## config.mk

```make
export PLATFORM = sky130hd
export DESIGN_NAME = i2c_bus_arbiter
export DESIGN_NICKNAME = d
export VERILOG_FILES = /design/src/rtl/i2c_bus_arbiter.sv
export SDC_FILE = /design/constraint.sdc
export NUM_CORES = 1
export LEC_CHECK = 0
export ABC_AREA = 1
export BUFFER_PORTS_ARGS = -buffer_cell sky130_fd_sc_hd__buf_2
export CAP_MARGIN = 20
export CORE_ASPECT_RATIO = 0.8
export CORE_MARGIN = 3
export CORE_UTILIZATION = 35
export CTS_CLUSTER_DIAMETER = 100
export DETAILED_ROUTE_END_ITERATION = 8
export GPL_ROUTABILITY_DRIVEN = 1
export HOLD_SLACK_MARGIN = 0.03
export PLACE_DENSITY = 0.84
export SYNTH_ARGS = -nofsm -noshare
export SYNTH_HDL_FRONTEND = slang
export SYNTH_SLANG_ARGS = --single-unit
```

## constraint.sdc

```tcl
create_clock -name clk -period 2.71 [get_ports clk]
set_input_delay 0.813 -clock clk [delete_from_list [all_inputs] [get_ports clk]]
set_output_delay 0.813 -clock clk [all_outputs]
set_load 0.03 [all_outputs]
```

## src/rtl/i2c_bus_arbiter.sv

```systemverilog
// Round-robin arbiter that shares one I2C_Driver between two requesters.
// Define I2C_ARB_TIMEOUT_EN to add a watchdog that revokes a hung grant and locks out its owner.
module i2c_bus_arbiter #(
    parameter int TIMEOUT_CYCLES = 2500000,
    parameter int CTR_SIZE       = 22
) (
    input  logic       clk,
    input  logic       rst,
    input  logic       m0_req,
    input  logic       m1_req,
    output logic       m0_gnt,
    output logic       m1_gnt,
    input  logic       m0_ena,
    input  logic       m0_rw,
    input  logic       m0_start_transfer,
    input  logic       m0_stop_transfer,
    input  logic       m0_r_start,
    input  logic [7:0] m0_data_wr,
    output logic [7:0] m0_data_rd,
    output logic       m0_busy,
    output logic       m0_ready,
    output logic       m0_ack_err,
    input  logic       m1_ena,
    input  logic       m1_rw,
    input  logic       m1_start_transfer,
    input  logic       m1_stop_transfer,
    input  logic       m1_r_start,
    input  logic [7:0] m1_data_wr,
    output logic [7:0] m1_data_rd,
    output logic       m1_busy,
    output logic       m1_ready,
    output logic       m1_ack_err,
    output logic       drv_ena,
    output logic       drv_rw,
    output logic       drv_start_transfer,
    output logic       drv_stop_transfer,
    output logic       drv_r_start,
    output logic [7:0] drv_data_wr,
    input  logic [7:0] drv_data_rd,
    input  logic       drv_busy,
    input  logic       drv_ready,
    input  logic       drv_ack_err,
    output logic       timeout
);

    typedef enum logic [1:0] {IDLE, GRANT0, GRANT1, DRAIN} state_t;

    state_t state_q, state_d;
    logic   ptr_q, ptr_d;
    logic   req0Eff, req1Eff;
    logic   revoke;
    logic   stopPulse;

`ifdef I2C_ARB_TIMEOUT_EN
    logic [CTR_SIZE-1:0] wdCount_q, wdCount_d;
    logic                lock0_q, lock0_d, lock1_q, lock1_d;
    logic                timeout_q;

    // A grant is revoked only while its owner still holds req; a normal release wins.
    always_comb begin
        revoke = 1'b0;
        if (((state_q == GRANT0) && m0_req) || ((state_q == GRANT1) && m1_req))
            revoke = (wdCount_q == CTR_SIZE'(TIMEOUT_CYCLES - 1));
    end

    always_comb begin
        wdCount_d = '0;
        if ((state_q == GRANT0 || state_q == GRANT1) && (state_d == state_q))
            wdCount_d = wdCount_q + CTR_SIZE'(1);
        lock0_d = lock0_q;
        lock1_d = lock1_q;
        if (revoke && state_q == GRANT0) lock0_d = 1'b1;
        else if (!m0_req)                lock0_d = 1'b0;
        if (revoke && state_q == GRANT1) lock1_d = 1'b1;
        else if (!m1_req)                lock1_d = 1'b0;
    end

    always_ff @(posedge clk) begin
        if (rst) begin
            wdCount_q <= '0;
            lock0_q   <= 1'b0;
            lock1_q   <= 1'b0;
            timeout_q <= 1'b0;
        end else begin
            wdCount_q <= wdCount_d;
            lock0_q   <= lock0_d;
            lock1_q   <= lock1_d;
            timeout_q <= revoke;
        end
    end

    assign req0Eff   = m0_req & ~lock0_q;
    assign req1Eff   = m1_req & ~lock1_q;
    assign timeout   = timeout_q;
    assign stopPulse = (state_q == DRAIN) && timeout_q;
`else
    logic unusedParams;

    assign unusedParams = TIMEOUT_CYCLES[0] ^ CTR_SIZE[0];
    assign revoke       = 1'b0;
    assign req0Eff      = m0_req;
    assign req1Eff      = m1_req;
    assign timeout      = 1'b0;
    assign stopPulse    = 1'b0;
`endif

    always_ff @(posedge clk) begin
        if (rst) begin
            state_q <= IDLE;
            ptr_q   <= 1'b0;
        end else begin
            state_q <= state_d;
            ptr_q   <= ptr_d;
        end
    end

    // ptr_q names the requester preferred on a tie; it flips to the other side on every release.
    always_comb begin
        state_d = state_q;
        ptr_d   = ptr_q;
        case (state_q)
            IDLE: begin
                if (req0Eff && req1Eff) state_d = ptr_q ? GRANT1 : GRANT0;
                else if (req0Eff)       state_d = GRANT0;
                else if (req1Eff)       state_d = GRANT1;
            end
            GRANT0: begin
                if (!m0_req || revoke) begin
                    state_d = DRAIN;
                    ptr_d   = 1'b1;
                end
            end
            GRANT1: begin
                if (!m1_req || revoke) begin
                    state_d = DRAIN;
                    ptr_d   = 1'b0;
                end
            end
            DRAIN: begin
                if (!drv_busy) state_d = IDLE;
            end
            default: state_d = IDLE;
        endcase
    end

    assign m0_gnt = (state_q == GRANT0);
    assign m1_gnt = (state_q == GRANT1);

    always_comb begin
        drv_ena            = 1'b0;
        drv_rw             = 1'b0;
        drv_start_transfer = 1'b0;
        drv_stop_transfer  = 1'b0;
        drv_r_start        = 1'b0;
        drv_data_wr        = 8'h00;
        m0_data_rd         = 8'h00;
        m0_busy            = 1'b1;
        m0_ready           = 1'b0;
        m0_ack_err         = 1'b0;
        m1_data_rd         = 8'h00;
        m1_busy            = 1'b1;
        m1_ready           = 1'b0;
        m1_ack_err         = 1'b0;
        case (state_q)
            GRANT0: begin
                drv_ena            = m0_ena;
                drv_rw             = m0_rw;
                drv_start_transfer = m0_start_transfer;
                drv_stop_transfer  = m0_stop_transfer;
                drv_r_start        = m0_r_start;
                drv_data_wr        = m0_data_wr;
                m0_data_rd         = drv_data_rd;
                m0_busy            = drv_busy;
                m0_ready           = drv_ready;
                m0_ack_err         = drv_ack_err;
            end
            GRANT1: begin
                drv_ena            = m1_ena;
                drv_rw             = m1_rw;
                drv_start_transfer = m1_start_transfer;
                drv_stop_transfer  = m1_stop_transfer;
                drv_r_start        = m1_r_start;
                drv_data_wr        = m1_data_wr;
                m1_data_rd         = drv_data_rd;
                m1_busy            = drv_busy;
                m1_ready           = drv_ready;
                m1_ack_err         = drv_ack_err;
            end
            default: ;
        endcase
        drv_stop_transfer = drv_stop_transfer | stopPulse;
    end

endmodule

```

==> reports/qor.yml <==
fillers: 186
drc_errors: 0
yosysUniqueCellTypes: 17
setup_tns_ps: 0
hpwlAfterDp_um: 1820
status: "finished clean"
synth_top_family_by_area: "simple AND/OR/NAND/NOR gates"
crit_path_end_kind: "primary output"
synth_compound_area_share_pct: 10.65
ctsResizeCount: 0
fin_total_pwr_mw: 0.9561
worstPathArrival_ps: 1650
synth_area_per_cell_um2: 4.816
grt_pass1_vias: 676
die_h_um: 45.12
fin_worst_skew_ps: 7.706
viasPerCell: 4.165
yosys.area_share.adder_pct: 9.346
critical_path_required_ps: 1900
cts-root-buf: "clkbuf_4"
grt_pass1_wl_um: 2877
yosys.area.top_type: "nand2_1"
hold_buffers: 0
clkSlewWorstSetupHoldPaths_ps: 40
syn_inst: 139
worstHoldPathType: "reg2reg"
antenna_left: 0
areaGrowthSynthToFinish_pct: 61.12
yosys.area_share.simple_pct: 47.48
cp_cell_sequence: "inv_1, ha_1, nand2_1, a21oi_1, buf_2"
wl_per_cell_um: 9.650
cts_max_path_buffers: 2
report.final.hold_viol_count: 0
syn_area_um2: 669.4
power.ir.vdd_worst_uv: 417.3
cts_buffers: 3
final_util_pct: 63.15
path_max_fanout: 16
synth_xor_area_share_pct: 0
rows: 13
multiInputGateArea_um2: 455.4
placed_area_um2: 1052
drtPass1Iterations: 4
fin_hold_ws_ps: 480.1
p_per_area_nw_per_um2: 886.5
critical_path.startpoint: "state_q[0]"
muxShareOfSynthArea_pct: 0
grt_antenna_before_repair: 0
die_area_um2: 2477
dr.first_iter.drc_count: 17
die_w_um: 54.90
synth_nets: 185
regArea_um2: 60.06
grt.total_usage_pct: 15.93
synth-seq-area-share_pct: 8.972
relSlewSlack_pct: 64.27
port_buffers: 77
grt_max_degree: 20
drt_wl_total_um: 2287
n_antenna_cell: 0
cts_tree: "built"
htreeDepth: 1
fmax_mhz: 405.9
synth-warning-count: 0
slew_violations: 0
ys_ff_latch: 3
clock-sinks: 3
slowest_stage: "ha_1"
final_common_cell: "buf_2"
cts_setup_buffers: 0
post-route-period-util_pct: 90.90
insertion_delay_ps: 240
final_cell_mix: "77 x buf_2, 66 x nand2_1, 29 x inv_1"
num_vias: 987
drive_above_1_share_pct: 39.07
initial_utilization_pct: 39.19
final_area_um2: 1079
fin_nets: 262
hp-start: "ptr_q"
rsz0062_at_grt: "false"
start_kind: "flip-flop"
synth.top_cell.area_share_pct: 37.01
finalCriticalPeriod_ps: 2463
worst_pin_slew_ps: 536.0
maxCapViolCount: 0
core_um2: 1708
cpPeakStageDelay_ps: 510
path_class: "reg2out"
synth_area_leaders: "nand2_1 37%, inv_1 16%, a21oi_1 9.7%, ha_1 9.3%, dfxtp_1 9.0%"
grt-ovfl-total: 0
setup_violations: 0
num_io_pins: 79
reg2reg_from: "state_q[0]"
place_congestion: 0.7689
p_leak_nw: 0.8264
==> worst paths after layout <==
check,to,slack (ps),cells past startpoint
max,drv_stop_transfer,250,5
min reg2reg,ptr_q,480,2
min,ptr_q,480,2
max reg2reg,state_q[1],1200,9
==> state kept, by name (all words and copies together) (netlist names) <==
| register | count |
|---|---|
| state_q | 2 |
| ptr_q | 1 |
==> synth_stat cells (all sizes together) <==
| cell | number |
|---|---|
| or2 | 1 |
| buf | 6 |
| clkbuf | 1 |
| nand2 | 67 |
| inv | 29 |
| nand4 | 1 |
| conb | 1 |
| a21oi | 13 |
| nand3 | 2 |
| dfxtp | 3 |
| ha | 5 |
| a31oi | 1 |
| nor2 | 9 |
==> layout make-up <==
type                            instances  share of cell area, %
Timing Repair Buffer                   79                  37.12
Tap cell                               22                  2.552
Sequential cell                         3                  5.568
Multi-Input combinational cell        100                  42.23
Clock buffer                            4                  2.436
Inverter                               29                  10.09
==> cell families after synthesis <==
logic type,count (synthesis)
other,1
adders and majority gates,5
and+or+nand+nor,80
DFF,3
buffers and inverters,36
AOI/OAI and AO/OA,14
==> through the flow <==
stage | worst slack (ps) | instances
final | 246.6 | 237
after global routing | 77.05 | 237
after CTS | 242.3 | 237
after detailed placement | 504.8 | 233
after global placement | 555.7 | 233
after floorplan | 256.2 | 139
==> power by group <==
part	internal, mW	switching, mW	total (mW)
clock network	0.0553	0.0260	0.0814
registers	0.0637	0.0161	0.0798
logic	0.231	0.564	0.795
total	0.350	0.606	0.956
==> critical path, delay by kind of cell (launching register included) <==
family | cells | cell delay (ps)
compound gates | 1 | 140
fa+ha+maj | 1 | 510
buf+inv | 2 | 320
flops | 1 | 330
simple gates | 1 | 100
==> per-layer routing <==
metal | share of wire, % | wire length (µm) | global-route usage, %
met5 | 0 | 0 | 0
met4 | 0.92 | 21 | 5.825
met3 | 13 | 293 | 4.950
met2 | 44 | 1013 | 25.94
met1 | 42 | 958 | 19.60
(Power assumes the default switching activity.)
